===== src/rtl/fmv_ddr_pkg.sv =====
// fmv_ddr_pkg: shared DDR fetcher constants, state type and burst clamp helper.
package fmv_ddr_pkg;
  localparam int DDR_ADDR_W = 29;
  localparam int DDR_MAX_WORDS = 32;
  typedef enum logic [1:0] {IDLE, REQ, DATA} fetch_state_e;
  function automatic logic [7:0] clamp_burst(input logic [5:0] w, input int max_w);
    return ({2'b00, w} > 8'(max_w)) ? 8'(max_w) : {2'b00, w};
  endfunction
endpackage


===== src/rtl/ddr_chroma_line_fetcher.sv =====
// ddr_chroma_line_fetcher: fetches one chroma line per even output line from DDR into the line buffer.
module ddr_chroma_line_fetcher
  import fmv_ddr_pkg::*;
#(
  parameter int ADDR_W = DDR_ADDR_W,
  parameter int MAX_WORDS = DDR_MAX_WORDS
) (
  input  logic              clk_in,
  input  logic              reset,
  input  logic              start_frame,
  input  logic              line_req,
  input  logic [ADDR_W-1:0] base_addr,
  input  logic [ADDR_W-1:0] stride,
  input  logic [5:0]        width_words,
  output logic [ADDR_W-1:0] ddr_addr,
  output logic [7:0]        ddr_burstcnt,
  output logic              ddr_rd,
  input  logic              ddr_busy,
  input  logic [63:0]       ddr_dout,
  input  logic              ddr_dout_ready,
  output logic              buf_reset,
  output logic [63:0]       buf_wdata,
  output logic              buf_we,
  output logic              line_ready,
  output logic              overrun
);
  fetch_state_e state_q, state_d;
  logic [ADDR_W-1:0] cur_addr_q, cur_addr_d, ddr_addr_q, ddr_addr_d, pend_base_q, pend_base_d;
  logic [15:0] line_cnt_q, line_cnt_d;
  logic [7:0] beats_q, beats_d, burstcnt_q, burstcnt_d;
  logic [63:0] wdata_q, wdata_d;
  logic rd_q, rd_d, brst_q, brst_d, we_q, we_d, lr_q, lr_d, ov_q, ov_d, pend_q, pend_d;
  logic [15:0] lc_eff;
  logic [ADDR_W-1:0] cur_eff;
  always_comb begin
    state_d = state_q;
    cur_addr_d = cur_addr_q;
    ddr_addr_d = ddr_addr_q;
    pend_base_d = pend_base_q;
    line_cnt_d = line_cnt_q;
    beats_d = beats_q;
    burstcnt_d = burstcnt_q;
    wdata_d = wdata_q;
    rd_d = rd_q;
    brst_d = 1'b0;
    we_d = 1'b0;
    lr_d = 1'b0;
    ov_d = ov_q;
    pend_d = pend_q;
    // A frame restart in the same IDLE cycle as a request makes that request line 0.
    lc_eff = start_frame ? 16'd0 : line_cnt_q;
    cur_eff = start_frame ? base_addr : cur_addr_q;
    if (state_q != IDLE) begin
      ov_d = ov_q | line_req;
      pend_d = pend_q | start_frame;
      pend_base_d = start_frame ? base_addr : pend_base_q;
    end
    case (state_q)
      IDLE: begin
        cur_addr_d = cur_eff;
        ov_d = start_frame ? 1'b0 : ov_q;
        line_cnt_d = line_req ? lc_eff + 16'd1 : lc_eff;
        if (line_req && !lc_eff[0] && width_words != 6'd0) begin
          brst_d = 1'b1;
          rd_d = 1'b1;
          ddr_addr_d = cur_eff;
          burstcnt_d = clamp_burst(width_words, MAX_WORDS);
          beats_d = 8'd0;
          state_d = REQ;
        end else begin
          lr_d = line_req;
        end
      end
      REQ: begin
        rd_d = ddr_busy;
        state_d = ddr_busy ? REQ : DATA;
      end
      default: begin
        if (ddr_dout_ready) begin
          we_d = 1'b1;
          wdata_d = ddr_dout;
          beats_d = beats_q + 8'd1;
          if (beats_q + 8'd1 == burstcnt_q) begin
            lr_d = 1'b1;
            state_d = IDLE;
            cur_addr_d = pend_d ? pend_base_d : cur_addr_q + stride;
            line_cnt_d = pend_d ? 16'd0 : line_cnt_q;
            ov_d = pend_d ? 1'b0 : ov_d;
            pend_d = 1'b0;
          end
        end
      end
    endcase
  end
  always_ff @(posedge clk_in) begin
    if (reset) begin
      state_q <= IDLE;
      cur_addr_q <= '0;
      ddr_addr_q <= '0;
      pend_base_q <= '0;
      line_cnt_q <= '0;
      beats_q <= '0;
      burstcnt_q <= '0;
      wdata_q <= '0;
      rd_q <= 1'b0;
      brst_q <= 1'b0;
      we_q <= 1'b0;
      lr_q <= 1'b0;
      ov_q <= 1'b0;
      pend_q <= 1'b0;
    end else begin
      state_q <= state_d;
      cur_addr_q <= cur_addr_d;
      ddr_addr_q <= ddr_addr_d;
      pend_base_q <= pend_base_d;
      line_cnt_q <= line_cnt_d;
      beats_q <= beats_d;
      burstcnt_q <= burstcnt_d;
      wdata_q <= wdata_d;
      rd_q <= rd_d;
      brst_q <= brst_d;
      we_q <= we_d;
      lr_q <= lr_d;
      ov_q <= ov_d;
      pend_q <= pend_d;
    end
  end
  assign ddr_addr = ddr_addr_q;
  assign ddr_burstcnt = burstcnt_q;
  assign ddr_rd = rd_q;
  assign buf_reset = brst_q;
  assign buf_wdata = wdata_q;
  assign buf_we = we_q;
  assign line_ready = lr_q;
  assign overrun = ov_q;
endmodule

===== config.mk =====
export PLATFORM = sky130hd
export DESIGN_NAME = ddr_chroma_line_fetcher
export DESIGN_NICKNAME = d
export VERILOG_FILES = /design/src/rtl/fmv_ddr_pkg.sv /design/src/rtl/ddr_chroma_line_fetcher.sv
export SDC_FILE = /design/constraint.sdc
export NUM_CORES = 1
export LEC_CHECK = 0
export CAP_MARGIN = 20
export CORE_MARGIN = 3
export CORE_UTILIZATION = 53
export DETAILED_ROUTE_END_ITERATION = 10
export GPL_TIMING_DRIVEN = 1
export PLACE_DENSITY_LB_ADDON = 0.25
export SLEW_MARGIN = 20
export SYNTH_ARGS = -nofsm -noshare
export SYNTH_HDL_FRONTEND = slang
export SYNTH_SLANG_ARGS = --single-unit

===== constraint.sdc =====
create_clock -name clk_in -period 8.8 [get_ports clk_in]
set_clock_uncertainty 0.1 [all_clocks]
set_input_delay 1.32 -clock clk_in [delete_from_list [all_inputs] [get_ports clk_in]]
set_output_delay 1.32 -clock clk_in [all_outputs]
set_load 0.02 [all_outputs]

[Yosys cells after proc, flatten, opt, wreduce, memory -nomap -nowiden]
Index checks and enable logic that the tools add are counted.
Operators by class
  bitwise logic cells: 5
  order comparisons: 1
  add/sub/neg operators: 3
  multiplexer cells: 40
  reduce and logical (&&, ||, !) cells: 22
  equality and inequality tests: 4
Operators with widths (number)
  2-to-1 mux 29 bit: 6
  2-to-1 mux 16 bit: 5
  case mux 29 bit (2 select lines): 1
  case mux 16 bit (2 select lines): 1
  adder 29 bit: 1
  adder 16 x 1 -> 16 bit (second input constant): 1
  2-to-1 mux 8 bit: 2
  case mux 8 bit (2 select lines): 1
  2-to-1 mux 1 bit: 15
  nonzero test 2 bit: 5
  AND reduction 3 bit: 3
  adder 8 x 1 -> 8 bit (second input constant): 1
  == test 8 bit: 1
  2-to-1 mux 2 bit: 4
  greater-than comparator 6 bit (second input constant): 1
  2-to-1 mux 6 bit: 1
  case mux 1 bit (2 select lines): 3
  AND reduction 2 bit: 3
  nonzero test 3 bit: 2
  nonzero test 6 bit: 1
  != test 2 bit (second input constant): 2
  case mux 2 bit (2 select lines): 1
  AND reduction 4 bit: 1
  OR reduction 2 bit: 2
  7 further kinds: 11
Storage, ports and cells
  logic and storage cells: 89
  register bits after elaboration: 191
  input bits: 134
  output and inout bits: 106

[Depth between registers and ports, before layout]
  depth in word-level cells: 6
  depth in mapped cells: 10
  mapped depth without buffers: 10

[Worst setup path before layout]
Ideal clock, no wire load.
  path kind: input-to-reg
  start point: in stride[0]
  end point: reg cur_addr_q[26]
  required time: 8586 ps
  stages: 10
  arrival: 3571 ps
  buffers on the path: 0
  path slack: 5015 ps
  library setup time: 114 ps
  cells stage by stage: ha_1 fa_1 a211oi_2 o21bai_2 a2111o_1 a21oi_2 o21ai_2 a311oi_2 xnor2_1 a21o_1
On the way
  longest elaborated chain between the ends: 5
RTL lines
  start: declaration: RTL line ddr_chroma_line_fetcher.sv:13  | input logic [ADDR_W-1:0] stride,
  adder 29 bit: RTL line ddr_chroma_line_fetcher.sv:86  | cur_addr_d = pend_d ? pend_base_d : cur_addr_q + stride;
  2-to-1 mux 29 bit: RTL line ddr_chroma_line_fetcher.sv:86
  2-to-1 mux 29 bit: RTL line ddr_chroma_line_fetcher.sv:83  | if (beats_q + 8'd1 == burstcnt_q) begin
  2-to-1 mux 29 bit: RTL line ddr_chroma_line_fetcher.sv:79  | if (ddr_dout_ready) begin
  case mux 29 bit (2 select lines): RTL line ddr_chroma_line_fetcher.sv:58  | case (state_q)
  end signal: assignment: RTL line ddr_chroma_line_fetcher.sv:113  | cur_addr_q <= cur_addr_d;
  end: declaration: RTL line ddr_chroma_line_fetcher.sv:28  | logic [ADDR_W-1:0] cur_addr_q, cur_addr_d, ddr_addr_q, ddr_addr_d, pend_base_q, pend_base_d;
No other way between the ends. The select of a mux whose other input is x is not followed.
A chain may end at the register's enable or synchronous reset.

[Final worst setup path]
  start point: in stride[0]
  end point: reg cur_addr_q[28]
Same word-level chain as after synthesis.

==> out/results.tsv <==
stage	metric	value	unit
status	status	complete, no violations	
yosys	synthTopCellsByArea	dfxtp_1, nand2_1, a21oi_1	
timing	tns	0	ns
run	cap_violations	0	
yosys	yosysWarningCount	0	
clocking	clk_latency	0.44	ns
clocking	htreeDepth	4	
yosys	synth_edf_count	0	
floorplan	ios	240	
layout	nets	1470	
power_and_ir_drop	ir_drop	156.6	µV
yosys	synthCells	1119	
grt	grt_util_all_layers	0.2938	
timing	min_period	4.067	ns
setup_path	worstPathRequired	9.00	ns
clocking	cts_buffer_depth	2	
timing	worst_slack	4.733	ns
timing	relSlewSlack	0.4608	
yosys	synth_cell_types	73	
setup_path	max_stage_delay	0.45	ns
route	via_count	8937	
floorplan	die-width	135.6	µm
worst_hold_path	hp-class	register to register	
route	viasPerCell	5.826	
route	initialDrtViolationCount	811	
clocking	cts_sinks	174	
route	drc	0	
timing	final.period_utilization	0.4622	
yosys	ys_async_sr_fraction	0	
grt	grt_pass1_wl	43.19	mm
layout	fill_cells	1263	
layout	num_antenna_cells	0	
floorplan	start_util	0.5508	
layout	final_common_cell	clkdlybuf4s50_1	
clocking	clk_pin_slew	0.07	ns
layout	utilization	0.7331	
placed_design	place.gp.congestion	0.9741	
clocking	cts_tree	yes	
setup_path	critPathMostFrequentCell	a211oi_2	
setup_path	slowest_stage	fa_1	
setup_path	end_kind	register	
placed_design	dp_slack	4.349	ns
setup_path	cp_max_fo	4	
yosys	ys_seq_area_frac	0.3910	
grt	grt_pass1_vias	8486	
setup_path	crit_path_cell_trace	clkdlybuf4s50_1 -> ha_1 -> fa_1 -> a211oi_2 -> o21bai_2 -> a2111o_1 -> a211oi_2 -> nor2_1 -> a311oi_2 -> xnor2_1 -> o22ai_1	
timing	max_freq	245.9	MHz
timing	grt_setup_unrepaired	no	
grt	antenna_found_initial	1	
yosys	synthFlopType	dfxtp_1	
floorplan	die_area	18400	µm²
route	wl_per_cell	18.10	µm
placed_design	place_hpwl	19.30	mm
route	routed_wirelength	27.76	mm
setup_path	worstSetupPathType	input pin to register	
timing	slew_violations	0	
clocking	cts_buffers	17	
yosys	synth_top_cell_area_share	0.3910	
clocking	root_buffer	clkbuf_16	
timing	hold_viol	0	
layout	mostFrequentLayoutCells	clkdlybuf4s50_1, nand2_1, dfxtp_1, a21oi_1, nor2_1	
floorplan	dieHeight	135.6	µm
yosys	yosys.area.top_type	dfxtp_1	
timing	worst_slew_pin_slew	0.8088	ns
yosys	syn-mean-instance-area	7.961	µm²
clocking	cts_resized	0	
layout	synthToLayoutAreaGrowth	33.09	%
layout	layout-drive-gt1-share	0.05235	
yosys	syn_area	8909	µm²
power_and_ir_drop	power_density	181.4	nW/µm²
route	drt-pass1-iter-count	5	
clocking	cts_setup_buffers	0	
floorplan	num_rows	46	
floorplan	core_area	16170	µm²
power_and_ir_drop	p_leak	4.343	nW
yosys	synth-seq-cells	174	
grt	grt_max_degree	76	
placed_design	io_buffers	237	
timing	setup_violations	0	
clocking	ctsHoldBuffers	0	
grt	overflow	0	
setup_path	critPathArrivalTime	4.26	ns
setup_path	start_kind	input pin	
route	drtAntennaViolNets	0	
## where the power goes
part / leakage [nW] / internal (W) / switching, W
combinational: 2.63 / 0.000222 / 0.000279
sequential: 1.42 / 0.000835 / 0.0000328
clock: 0.296 / 0.000438 / 0.000344
## worst paths after layout
check / startpoint / end / slack (ns) / cells past startpoint
worst min-delay path: buf_wdata[13] / buf_wdata[13] / 0.35 / 2
worst max-delay path: stride[0] / cur_addr_q[28] / 4.73 / 11
worst min register to register: buf_wdata[13] / buf_wdata[13] / 0.35 / 2
worst max register to register: beats_q[0] / cur_addr_q[28] / 5.57 / 9
## flip-flops by register name, summed over array words and instances (netlist names)
name,cells
pend_q,1
ddr_burstcnt,6
buf_reset,1
state_q,2
pend_base_q,29
line_cnt_q,1
ddr_rd,1
buf_we,1
line_ready,1
cur_addr_q,29
ddr_addr,29
beats_q,8
buf_wdata,64
overrun,1
## synth_stat cells, drive strengths merged, types with 18 or more instances
library cell  count
buf              18
a211oi           38
nor2             85
ha               30
clkbuf           64
o21ai            47
nand2           235
nor3             19
mux2i            36
a21o             19
dfxtp           174
a21oi           160
nand3            20
xnor2            18
## layer usage
| metal | vias to the layer above | GRT usage | routed length, µm |
|---|---|---|---|
| li1 | 4343 | - | - |
| met1 | 4161 | 0.3608 | 11060 |
| met2 | 370 | 0.4898 | 13730 |
| met3 | 61 | 0.07244 | 2049 |
| met4 | 2 | 0.1288 | 909 |
| met5 | - | 0 | 12 |
## worst max-delay path, delay by kind of cell
| kind | cells | cell delay, ns |
|---|---|---|
| simple gates | 1 | 0.14 |
| buf+inv | 1 | 0.41 |
| xor+xnor | 1 | 0.15 |
| fa+ha+maj | 2 | 0.69 |
| compound gates | 6 | 1.55 |
## metrics by stage
step           power [W]  area (µm²)  hold slack [ns]  cells
4_1_cts         0.002159       11860           0.3551   1534
2_1_floorplan   0.001190        8912           0.3311   1120
5_1_grt         0.002242       11860           0.3711   1534
3_3_place_gp    0.001369       11240           0.3379   1502
6_report        0.002151       11860           0.3535   1534
3_5_place_dp    0.001377       11240           0.3411   1502
## kinds of logic after synthesis
| kind of cell | Yosys count | synth area share |
|---|---|---|
| AND/OR/NAND/NOR | 420 | 0.2070 |
| AO/OA/AOI/OAI | 345 | 0.2452 |
| flip-flops | 174 | 0.3910 |
| buffers and inverters | 86 | 0.04593 |
| multiplexers | 36 | 0.04045 |
| adder cells (fa/ha/maj) | 31 | 0.04438 |
| XOR/XNOR | 26 | 0.02556 |
| other | 1 | 0.0004209 |
## area by class of cell
class                      instances  area (µm²)  area share
tap                              216       270.3     0.02279
inverter                           4       15.01    0.001266
clock buffer                      18       439.2     0.03704
clock inverter                    14       172.7     0.01456
sequential                       174        3483      0.2938
multi-input combinational        860        5029      0.4241
timing repair buffer             248        2447      0.2064
Note: power is estimated with default switching activity, not from simulation.
